$ cat src/rtl/crossbar_row_buffer.sv
// ROWS-deep buffer of N-bit crossbar row words: filled through a valid/ready write port,
// then streamed in order to the PIM array through a valid/ready read port.
module crossbar_row_buffer #(
    parameter int unsigned N    = 10,
    parameter int unsigned ROWS = 8,
    localparam int unsigned AW  = $clog2(ROWS + 1)
) (
    input  logic          clk,
    input  logic          rst_n,
    input  logic          clear,
    input  logic          wr_valid,
    input  logic [N-1:0]  D,
    output logic          wr_ready,
    input  logic          PIM_start,
    output logic          rd_valid,
    input  logic          rd_ready,
    output logic [N-1:0]  Q,
    output logic [AW-1:0] rd_row,
    output logic [AW-1:0] count,
    output logic          full,
    output logic          busy
);

    localparam int unsigned IW = (ROWS > 1) ? $clog2(ROWS) : 1;

    localparam logic [1:0] S_LOAD  = 2'd0;
    localparam logic [1:0] S_READY = 2'd1;
    localparam logic [1:0] S_DRAIN = 2'd2;

    logic [1:0]    state_q, state_d;
    logic [AW-1:0] count_q, count_d;
    logic [AW-1:0] rd_row_q, rd_row_d;
    logic [N-1:0]  q_q, q_d;
    logic          rd_valid_q, rd_valid_d;
    logic          mem_we;
    logic [N-1:0]  mem_q [ROWS];

    logic          wr_acc;
    logic [AW-1:0] count_inc;
    logic [AW-1:0] rd_row_inc;

    assign wr_ready   = (state_q == S_LOAD) && !clear;
    assign wr_acc     = wr_valid && wr_ready;
    assign count_inc  = count_q + AW'(1);
    assign rd_row_inc = rd_row_q + AW'(1);

    // Next-state, pointer and output-word selection
    always_comb begin
        state_d    = state_q;
        count_d    = count_q;
        rd_row_d   = rd_row_q;
        q_d        = q_q;
        rd_valid_d = rd_valid_q;
        mem_we     = 1'b0;

        if (clear) begin
            state_d    = S_LOAD;
            count_d    = '0;
            rd_row_d   = '0;
            rd_valid_d = 1'b0;
        end else begin
            case (state_q)
                S_LOAD: begin
                    if (wr_acc) begin
                        mem_we  = 1'b1;
                        count_d = count_inc;
                    end
                    if (PIM_start && (wr_acc || (count_q != '0))) begin
                        // A first row written in the start cycle is not yet in memory
                        state_d    = S_DRAIN;
                        rd_valid_d = 1'b1;
                        rd_row_d   = '0;
                        q_d        = (count_q == '0) ? D : mem_q[0];
                    end else if (wr_acc && (count_inc == AW'(ROWS))) begin
                        state_d = S_READY;
                    end
                end
                S_READY: begin
                    if (PIM_start) begin
                        state_d    = S_DRAIN;
                        rd_valid_d = 1'b1;
                        rd_row_d   = '0;
                        q_d        = mem_q[0];
                    end
                end
                S_DRAIN: begin
                    if (rd_valid_q && rd_ready) begin
                        if (rd_row_inc < count_q) begin
                            rd_row_d = rd_row_inc;
                            q_d      = mem_q[IW'(rd_row_inc)];
                        end else begin
                            state_d    = S_LOAD;
                            rd_valid_d = 1'b0;
                            count_d    = '0;
                            rd_row_d   = '0;
                        end
                    end
                end
                default: begin
                    state_d = S_LOAD;
                end
            endcase
        end
    end

    always_ff @(posedge clk or negedge rst_n) begin
        if (!rst_n) begin
            state_q    <= S_LOAD;
            count_q    <= '0;
            rd_row_q   <= '0;
            q_q        <= '0;
            rd_valid_q <= 1'b0;
        end else begin
            state_q    <= state_d;
            count_q    <= count_d;
            rd_row_q   <= rd_row_d;
            q_q        <= q_d;
            rd_valid_q <= rd_valid_d;
        end
    end

    // Row storage; the write pointer is the row count itself
    always_ff @(posedge clk or negedge rst_n) begin
        if (!rst_n) begin
            for (int i = 0; i < int'(ROWS); i++) begin
                mem_q[i] <= '0;
            end
        end else if (mem_we) begin
            mem_q[IW'(count_q)] <= D;
        end
    end

    assign rd_valid = rd_valid_q;
    assign Q        = q_q;
    assign rd_row   = rd_row_q;
    assign count    = count_q;
    assign full     = (count_q == AW'(ROWS));
    assign busy     = (state_q == S_DRAIN);

endmodule

$ cat config.mk
export PLATFORM = sky130hd
export DESIGN_NAME = crossbar_row_buffer
export DESIGN_NICKNAME = d
export VERILOG_FILES = /design/src/rtl/crossbar_row_buffer.sv
export SDC_FILE = /design/constraint.sdc
export NUM_CORES = 1
export LEC_CHECK = 0
export BUFFER_PORTS_ARGS = -buffer_cell sky130_fd_sc_hd__clkbuf_2
export CORE_AREA = 2 2 148 150
export CTS_CLUSTER_SIZE = 20
export DETAILED_ROUTE_END_ITERATION = 12
export DIE_AREA = 0 0 150 152
export GPL_ROUTABILITY_DRIVEN = 1
export SYNTH_ARGS = -nofsm -noshare
export SYNTH_HDL_FRONTEND = slang
export SYNTH_SLANG_ARGS = --single-unit
$ cat constraint.sdc
create_clock -name clk -period 3.1 [get_ports clk]
set_input_delay 0.31 -clock clk [delete_from_list [all_inputs] [get_ports clk]]
set_output_delay 0.31 -clock clk [all_outputs]
set_load 0.005 [all_outputs]
== Word-level counts from Yosys, hierarchy flattened ==
Cells that the tools add are included.
Cells by class
  reduce and logical (&&, ||, !) cells: 19
  $add $sub $neg: 2
  eq/ne operators: 14
  bitwise operators: 3
  multiplexer cells: 39
  $lt $le $gt $ge: 4
Operator list (count)
  80-bit bitwise mux: 1
  10-bit 2-to-1 mux: 8
  4-bit 2-to-1 mux: 9
  10-bit binary-select mux with 3-bit select: 1
  10-bit demux with 3-bit select: 1
  10-bit one-hot mux with 3 select lines: 1
  2-bit 2-to-1 mux: 6
  4-bit one-hot mux with 3 select lines: 1
  4-bit AND reduction: 3
  3-bit != test, second input constant: 3
  4-bit by 1-bit adder with 4-bit output, second input constant: 2
  4-bit equality test, second input constant: 2
  4-bit greater-or-equal comparator, second input constant: 2
  1-bit 2-to-1 mux: 8
  3-bit NOT with 4-bit output: 2
  4-bit one-hot mux with 2 select lines: 1
  4-bit nonzero test: 2
  1-bit logical AND: 6
  2-bit by 1-bit != test with 1-bit output, second input constant: 3
  3-bit by 2-bit != test with 1-bit output, second input constant: 2
  2-bit one-hot mux with 3 select lines: 1
  6-bit AND reduction: 1
  3-bit nonzero test: 2
  5-bit AND reduction: 1
  other kinds (12): 12
Word-level totals
  output and inout port bits: 22
  word-level logic and storage cells: 94
  register bits: 101
  input port bits: 16

== Logic depth before layout (Yosys ltp) ==
Gate-level depths: netlist of run 1.
  depth in word-level cells: 8
  gate-level depth with buffers: 11

== Least setup slack after synthesis of run 1 ==
Ideal clock, no wire load.
  path kind: flip-flop to flip-flop
  from: register rd_row_q[0] (netlist: rd_row[0])
  to: register state_q[0]
  setup time: 0.125 ns
  arrival: 2.600 ns
  cell stages (with the launch flop): 11
  required time: 2.975 ns
  clock period less this slack: 2.725 ns
  path buffers: 2
  path slack: 0.375 ns
  path through: dfrtp_1 -> buf_2 -> buf_2 -> nand3_1 -> xnor2_1 -> ha_1 -> or4b_1 -> o32a_1 -> and2_1 -> o21ai_0 -> mux2_2
On the way
  cells in the longest elaborated chain, start to end: 4
Ends and longest elaborated chain
  start, declared: RTL line 32  | logic [AW-1:0] rd_row_q, rd_row_d;
  start signal, assigned: RTL line 116  | rd_row_q <= rd_row_d;
  4-bit by 1-bit adder with 4-bit output: RTL line 45  | assign rd_row_inc = rd_row_q + AW'(1);
  4-bit less-than comparator: RTL line 88  | if (rd_row_inc < count_q) begin
  3-bit != test (no line)
  4-bit AND reduction (no line)
  end signal, assigned: RTL line 114  | state_q <= state_d;
  end, declared: RTL line 30  | logic [1:0] state_q, state_d;
Every way passes these cells.
A chain may end at the register's enable or synchronous reset.

== Worst setup path after layout of run 1 ==
  from: register rd_row_q[1] (netlist: rd_row[1])
  to: register state_q[0]
Same word-level chain as after synthesis.

==> results of run 1 <==
## synthesized netlist by cell type (5+ instances only)
library cell	count	area [sq um]
nor2b_1	15	93.8
buf_2	8	40.0
o21ai_0	14	70.1
nand3_1	14	70.1
o22ai_1	10	62.6
mux4_2	10	225
ha_1	10	125
nor2_1	8	30.0
mux2_2	102	1150
nand2_1	22	82.6
clkbuf_1	6	22.5
o31ai_1	12	90.1
dfrtp_1	101	2530
a21oi_1	15	75.1
inv_1	5	18.8
a211oi_1	10	75.1
## per-layer routing
metal / up-vias / global-route usage (%)
met5: - / 0
met4: 0 / 4.63
met3: 14 / 1.80
met2: 68 / 20.2
met1: 1853 / 13.9
li1: 1637 / -
## critical path, cell delays in order (launching register included)
cell and delay [ns]:
dfrtp_1 0.41, ha_1 0.23, xor2_1 0.20, ha_1 0.23
or4b_1 0.52, o32a_1 0.23, and2_1 0.18, o21ai_0 0.18
mux2_2 0.36
## power by group
group / internal [mW] / total [mW] / switching, mW
sequential: 1.65 / 1.86 / 0.218
combinational: 0.779 / 1.73 / 0.955
clock: 0.572 / 1.07 / 0.496
## layout make-up
cell class	count	area share, %
multi-input cells	289	42.8
flip-flops and latches	101	41.9
well taps	280	5.81
repair buffers	48	4.48
clock buffers	12	4.09
clock inverters	4	0.539
inverters	7	0.436
## worst paths after layout
path / start / endpoint / slack [ns] / cells after the start
max: rd_row[1] / state_q[0] / 0.44 / 8
min: rst_n / mem_q[25] / 0.15 / 1
max reg2reg: rd_row[1] / state_q[0] / 0.44 / 8
min reg2reg: Q[4] / Q[4] / 0.48 / 2
max in group asynchronous: rst_n / mem_q[31] / 2.14 / 2
min in group clk: clear / count[2] / 0.33 / 2
## flip-flops by register name (all words and copies together) (netlist names)
name,cells
rd_row,4
rd_valid,1
state_q,2
mem_q,80
count,4
Q,10
## cells by family (layout without fill, tap and decap cells)
| logic type | Yosys count | in the layout | share of synthesized area, % |
|---|---|---|---|
| mux | 113 | 113 | 26.5 |
| flops | 101 | 101 | 48.4 |
| simple gates | 83 | 83 | 9.37 |
| compound gates | 80 | 80 | 10.5 |
| buf+inv | 27 | 71 | 2.32 |
| fa+ha+maj | 10 | 10 | 2.40 |
| xor+xnor | 3 | 3 | 0.503 |
==> results.md, run 1 <==
* Routed WL at 12600 um
* CTS Sinks at between 100 and 150
* DPL Wire Length at 8680 um
* Fin. Hold Viols at 0
* Critical path data arrival time at 2.89 ns
* Post-Place Worst Slack at about 0.47 ns
* Max Freq at about 0.38 GHz
* H-tree depth at 3
* Remaining DRCs at 0
* Vias at 3572
* Hold_ws at 0.154 ns
* Area of the multi-input gates at around 2600 sq um
* Netlist Area Pre-Place at about 5200 sq um
* Pins over their slew limit at 0
* Fillers at between 2000 and 2500
* Syn_nets at 443
* Post-synthesis sequential area ratio at 48.4%
* Unique masters post-synth at 53
* GP Congestion at 0.826
* Cts repair resizes at 0
* Die Height at 152 um
* Post-synthesis async set-or-reset flop share at 100%
* WL met2 at 6480 um
* Total power at 4.67 mW
* Congestion Overflow GR at 0
* Setup TNS at 0 ns
* Hold-fix buffers, CTS at 0
* Clock buffer depth at 2
* Avg Cell Area, Syn at roughly 13 sq um
* Met1 WL at between 5000 and 6000 um
* Later-pin clock latency in the skew report at 0.34 ns
* First-pass GRT wire length at 20500 um
* Per-cell routed wire length at 16.9 um
* Initial antenna violation count at 0
* Number of diodes at 0
* Number of global-route vias before repair at ~3800
* Port bufs at 37
* Clock Skews at 0.00835 ns
* Post-DR vias/cell at 4.82
* Root buffer cell: clkbuf_16
* Final Critical Period at 2.66 ns
* Initial Util at 24.5%
* Die ar. at 22800 sq um
* Cell count after synthesis at 417
* Placed cell area at ~5800 sq um
* Max Cap Violations at 0
* CTS tree: built
* PwrDens at 774 nW/um^2
* Num CTS Buffers at 9
* Status: completed
* Post-synth EDFFs at 0
* I/O pin count at 38
* DR pass1 iterations at 4
* Initial drt markers at 189
* Fin cells at 741
* Synth warnings at 0
* Total global-route track usage at 11.5%
* Peak fanout along the critical path at 4
* Leakage at 2.68 nW
* Core area at about 21000 sq um
* Top_reg_cell synth: dfrtp_1
* Startpoint Class: flip-flop
* Final setup vio count at 0
* Yosys reg bits at 101
* Routed length on met3 at approximately 360 um
* Worst slew margin at between 20% and 30%
* Area Growth Syn to Fin at 15.5%
* Layout cell share with drive strength beyond 1 at between 40% and 50%
* CP Capture Type: flip-flop
* CP required at approximately 3.3 ns
* Most common cell after layout, fill and taps aside: mux2_2
* Unrepaired setup endpoints after global routing: false
* CP Class: flip-flop to flip-flop
* Post-CTS Setup Repair Bufs at 0
* Final Instance Area at 6030 sq um
* Top Metal Used: met4
* Worst-Margin Slew at 1.07 ns
* Period utilisation layout at 85.9%
* Worst vdd ir at roughly 0.34 mV
* Commonest non-fill, non-tap cells in the layout: mux2_2, dfrtp_1, clkbuf_2
* Reg area at 2530 sq um
* Row cnt at 54
* Routed Antenna Nets at 0
* Die X at ~150 um
* Placed cells at ~730
* Clk slew on worst S/H paths at 0.07 ns
* Final #Nets at 482
* PnR worst setup slack at roughly 0.44 ns
* Fin util at 28.3%
* Worst min path class: input port to asynchronous set/reset pin
* Largest net degree at the start of global routing at 85
Note: power is estimated with default switching activity, not from simulation.
==> run 2: changes to the inputs <==
CTS_BUF_LIST = sky130_fd_sc_hd__clkbuf_4 sky130_fd_sc_hd__clkbuf_8 sky130_fd_sc_hd__clkbuf_16   (was default)
==> run 2 against run 1 <==
Via count rose by 0.14%. Worst hold slack improved by 0.0013 ns. Clock skew barely moved. Die area did not move. Final cell count did not move. Largest cell class unchanged. Non-clock buffer count did not move. Clock-buffer cell count did not move. Wire length barely moved. Global-route usage barely moved. Setup slack barely moved.
==> results.md, run 2 (synthesis results as in run 1) <==
* Routed Antenna Nets at 0 (unchanged)
* Total power at 4.68 mW (+0.34%)
* DPL Wire Length at 8680 um (unchanged)
* Pins over their slew limit at 0 (unchanged)
* Final setup vio count at 0 (unchanged)
* Vias at 3577 (+0.14%)
* Hold_ws at 0.155 ns (+0.00126 ns)
* Cts repair resizes at 0 (unchanged)
* Max FFs per register at 80 (unchanged)
* CP cell instances: ha_1 > xor2_1 > ha_1 > or4b_1 > o32a_1 > and2_1 > o21ai_0 > mux2_2
* Setup TNS at 0 ns (unchanged)
* Worst slew margin at 28.3% (-0.079 points)
* Layout cell share with drive strength beyond 1 at 41.6% (+0.43 points)
* Post-Place Worst Slack at 0.466 ns (unchanged)
* Num CTS Buffers at 9 (unchanged)
* PnR worst setup slack at 0.438 ns (+0.0000750 ns)
* Startpoint Class: flip-flop
* Cell mode on critical path: ha_1
* Per-cell routed wire length at 16.9 um (about the same)
* CP required at 3.33 ns (about the same)
* Die ar. at 22800 sq um (unchanged)
* Period utilisation layout at 85.9% (about the same)
* Number of diodes at 0 (unchanged)
* Worst vdd ir at 0.339 mV (-0.46%)
* Commonest non-fill, non-tap cells in the layout: mux2_2, dfrtp_1, clkbuf_2
* Port bufs at 37 (unchanged)
* Post-DR vias/cell at 4.83 (+0.14%)
* Row cnt at 54 (unchanged)
* Routed WL at 12600 um (about the same)
* Clock Skews at 0.00834 ns (-0.00000763 ns)
* Met2 global-route usage at 20.3% (+0.043 points)
* Max Freq at 0.376 GHz (about the same)
* Slowest stage delay, CP at 0.52 ns (about the same)
* PwrDens at 776 nW/um^2 (+0.21%)
* Initial antenna violation count at 0 (unchanged)
* H-tree depth at 3 (unchanged)
* Grt met3 use at 1.80% (unchanged)
* Worst-Margin Slew at 1.08 ns (+0.00119 ns)
* Clk slew on worst S/H paths at 0.07 ns (about the same)
* Area Growth Syn to Fin at 15.6%
* First-pass GRT wire length at 20500 um (unchanged)
* CP Capture Type: flip-flop
* Most Crowded Layer GR: met2
* Slowest CP cell: or4b_1
* Final Critical Period at 2.66 ns (-0.0000750 ns)
* Largest net degree at the start of global routing at 85 (unchanged)
* CP Class: flip-flop to flip-flop
* Initial Util at 24.5% (unchanged)
* GR Util met1 at 13.8% (-0.076 points)
* Initial drt markers at 199 (+5.3%)
* Buf/Inv on CP at 0 (unchanged)
* I/O pin count at 38 (unchanged)
* Post-CTS Setup Repair Bufs at 0 (unchanged)
* Setup slack, reg-to-reg at 0.44 ns (about the same)
* Unrepaired setup endpoints after global routing: false
* Root buffer cell: clkbuf_16
* R2r startpoint: rd_row[1]
* R2R cell count at 8 (unchanged)
* Clock buffer depth at 2 (unchanged)
* Crit path max-delay family: simple AND/OR/NAND/NOR gates
* Biggest register: mem_q
* Final #Nets at 482 (unchanged)
* Congestion Overflow GR at 0 (unchanged)
* Die Height at 152 um (unchanged)
* Total global-route track usage at 11.5% (-0.013 points)
* Hold-fix buffers, CTS at 0 (unchanged)
* Die X at 150 um (unchanged)
* Remaining DRCs at 0 (unchanged)
* Max Cap Violations at 0 (unchanged)
* GP Congestion at 0.826 (unchanged)
* FF-to-FF End: state_q[0]
* CTS tree: built
* Leakage at 2.69 nW (+0.26%)
* DR pass1 iterations at 4 (unchanged)
* Critical path data arrival time at 2.89 ns (about the same)
* Status: completed
* Number of global-route vias before repair at 3827 (+0.10%)
* Later-pin clock latency in the skew report at 0.34 ns (about the same)
* Worst min path class: input port to asynchronous set/reset pin
* CTS Sinks at 101 (unchanged)
* Fin. Hold Viols at 0 (unchanged)
* Peak fanout along the critical path at 4 (unchanged)
* Core area at 21400 sq um (unchanged)
* Most common cell after layout, fill and taps aside: mux2_2
[run 2: cell counts in the layout (fill, tap and decap cells not counted)]
No cell type changed its count.
[run 2: worst reg2reg max path, stage by stage, from the launching register on]
cell and delay (ns):
dfrtp_1 0.41, ha_1 0.23, xor2_1 0.20, ha_1 0.23
or4b_1 0.52, o32a_1 0.23, and2_1 0.18, o21ai_0 0.18
mux2_2 0.36
[run 2: power breakdown]
group	switching [mW]	internal, mW
registers	0.218	1.65
logic	0.950	0.779
clock network	0.501	0.590
total	1.67	3.02
[run 2: area by class of cell]
cell class	count	area [sq um]
clock inverters	4	32.5
clock buffers	12	254
flip-flops and latches	101	2530
repair buffers	48	270
well taps	280	350
fillers	2205	15300
multi-input cells	289	2580
inverters	7	26.3
[run 2: routing by layer]
layer	wire [um]	share of wire (%)
met1	5470	44
met2	6490	52
met3	398	3.2
met4	199	1.6
met5	0	0
[run 2: worst max path at each step]
stage | startpoint | cells after the start | slack (ns) | to
final | rd_row[1] | 8 | 0.44 | state_q[0]
after global routing | rd_row[1] | 8 | 0.31 | state_q[0]
after CTS | rd_row[1] | 8 | 0.44 | state_q[0]
after detailed placement | rd_row[1] | 8 | 0.47 | state_q[0]
after global placement | rd_row[0] | 8 | 0.54 | state_q[0]
after floorplan | rd_row[0] | 10 | 0.37 | state_q[0]
[run 2: through the flow]
step / util (%) / std cells / cell area, sq um
after floorplan: - / 417 / 5220
after global placement: 26.9 / 725 / 5750
after detailed placement: 26.9 / 725 / 5750
after CTS: 28.3 / 741 / 6040
after global routing: 28.3 / 741 / 6040
final: 28.3 / 741 / 6040
==> run 3: changes to the inputs <==
CORE_AREA = 3 3 98 100   (was 2 2 148 150)
DIE_AREA = 0 0 101 103   (was 0 0 150 152)
PLACE_DENSITY = 0.78   (was default)
==> run 3 against run 2 <==
The flow now finishes with violations (hold timing). Combinational power about the same. Clock skew rose by 0.0065 ns. Clock-buffer cell count decreased by 1. Largest power group unchanged. Highest routed layer unchanged.
==> results.md, run 3 (synthesis results as in run 1) <==
* Max FFs per register at 80 (unchanged)
* First-pass GRT wire length at 18300 um (-11%)
* CP Capture Type: flip-flop
* Biggest register: mem_q
* CTS Sinks at 101 (unchanged)
* Fillers at 668 (-70%)
* Worst-Margin Slew at 0.759 ns (-0.316 ns)
* Core area at 8760 sq um (-59%)
* Die X at 101 um (-33%)
* PwrDens at 769 nW/um^2 (-0.88%)
* Worst slew margin at 49.4% (+21 points)
* Status: finished, violations left
* Startpoint Class: flip-flop
* Congestion Overflow GR at 0 (unchanged)
* Row cnt at 34 (-37%)
* Area Growth Syn to Fin at 10.1%
* CTS tree: built
* Per-cell routed wire length at 19.4 um (+14%)
* Cts repair resizes at 0 (unchanged)
* Initial Util at 59.6% (+35 points)
* Pins over their slew limit at 0 (unchanged)
* Layout cell share with drive strength beyond 1 at 41.6% (unchanged)
* Max Freq at 0.373 GHz (-0.76%)
* Setup TNS at 0 ns (unchanged)
* Final Critical Period at 2.68 ns (+0.0203 ns)
* Final setup vio count at 0 (unchanged)
* Hold-fix buffers, CTS at 0 (unchanged)
* Cell mode on critical path: ha_1
* Critical path data arrival time at 2.94 ns (+0.05 ns)
* Peak fanout along the critical path at 6 (+2)
* Clk slew on worst S/H paths at 0.10 ns (+0.03 ns)
* Violated checks: hold timing
* Max Cap Violations at 0 (unchanged)
* Hold_ws at -0.0352 ns (-0.190 ns)
* CP required at 3.36 ns (+0.03 ns)
* Clock Skews at 0.0148 ns (+0.00649 ns)
* Die Height at 103 um (-32%)
* Crit path max-delay family: simple AND/OR/NAND/NOR gates
* Commonest non-fill, non-tap cells in the layout: mux2_2, dfrtp_1, clkbuf_2
* DPL Wire Length at 7510 um (-13%)
* Placed cell area at 5550 sq um (-3.5%)
* Routed Antenna Nets at 0 (unchanged)
* Final Instance Area at 5750 sq um (-4.8%)
* Buf/Inv on CP at 0 (unchanged)
* Period utilisation layout at 86.5% (+0.65 points)
* Clock buffer depth at 2 (unchanged)
* DR pass1 iterations at 4 (unchanged)
* Later-pin clock latency in the skew report at 0.37 ns (+0.03 ns)
* Unrepaired setup endpoints after global routing: false
* Leakage at 2.65 nW (-1.5%)
* Routed WL at 11000 um (-12%)
* Total global-route track usage at 22.9% (+11 points)
* Worst min path class: input port to asynchronous set/reset pin
* Final #Nets at 482 (unchanged)
* Most common cell after layout, fill and taps aside: mux2_2
* Largest net degree at the start of global routing at 102 (+20%)
* Post-CTS Setup Repair Bufs at 0 (unchanged)
* CP cell instances: ha_1 > xor2_1 > ha_1 > or4b_1 > o32a_1 > and2_1 > o21ai_0 > mux2_2
* Fin. Hold Viols at 9 (+9)
* Port bufs at 37 (unchanged)
* GP Congestion at 0.819 (-0.87%)
* Slowest stage delay, CP at 0.52 ns (about the same)
* Num CTS Buffers at 9 (unchanged)
* Slowest CP cell: or4b_1
* Number of global-route vias before repair at 3572 (-6.7%)
* CP Class: flip-flop to flip-flop
* Worst vdd ir at 0.292 mV (-14%)
* Initial drt markers at 204 (+2.5%)
* Root buffer cell: clkbuf_8
* H-tree depth at 3 (unchanged)
* Post-DR vias/cell at 6.25 (+30%)
* Remaining DRCs at 0 (unchanged)
* I/O pin count at 38 (unchanged)
* Die ar. at 10400 sq um (-54%)
* Number of diodes at 0 (unchanged)
* Vias at 3557 (-0.56%)
* Initial antenna violation count at 0 (unchanged)
[run 3: cell count changes in the layout (fill, tap and decap cells not counted), sizes merged]
cell | before | now
bufinv | 0 | 1
inv | 8 | 7
clkinvlp | 2 | 3
clkbuf | 48 | 47
[run 3: routing by layer]
metal  GRT usage (%)  vias up  routed length (um)
li1                -     1637                   -
met2            36.5       96                5240
met3            3.45        8                 535
met4            6.13        0                  89
met5               0        -                   0
met1            33.3     1816                5150
[run 3: path summary, 6_finish.rpt]
| path | slack [ns] | to | cells after the start | startpoint |
|---|---|---|---|---|
| min in group clk | 0.30 | count[1] | 2 | clear |
| max in group asynchronous | 2.71 | mem_q[18] | 2 | rst_n |
| min reg2reg | 0.48 | Q[7] | 2 | Q[7] |
| max | 0.42 | state_q[0] | 8 | rd_row[0] |
| max reg2reg | 0.42 | state_q[0] | 8 | rd_row[0] |
| min | -0.04 | mem_q[49] | 2 | rst_n |
[run 3: cell type report]
type / count / area (sq um) / share of cell area, %
inverters: 7 / 26.3 / 0.457
well taps: 108 / 135 / 2.35
clock inverters: 5 / 61.3 / 1.07
clock buffers: 11 / 139 / 2.42
multi-input cells: 289 / 2580 / 44.8
repair buffers: 48 / 283 / 4.92
flip-flops and latches: 101 / 2530 / 44.0
[run 3: stage by stage]
| stage | std cells | setup WS [ns] | utilization, % | hold WS [ns] | power [mW] |
|---|---|---|---|---|---|
| floorplan | 417 | 0.375 | - | 0.0144 | 3.10 |
| global placement | 553 | 0.536 | 63.3 | 0.412 | 3.51 |
| detailed placement | 553 | 0.431 | 63.3 | 0.417 | 3.59 |
| CTS | 569 | 0.419 | 65.6 | 0.0121 | 4.44 |
| global route | 569 | 0.293 | 65.6 | 0.0157 | 4.71 |
| finish | 569 | 0.418 | 65.6 | -0.0352 | 4.42 |
[run 3: power breakdown]
group,switching (mW),internal [mW],leakage (nW)
Combinational,0.943,0.796,1.20
Sequential,0.188,1.64,1.35
Clock,0.456,0.393,0.0926
Total,1.59,2.83,2.65
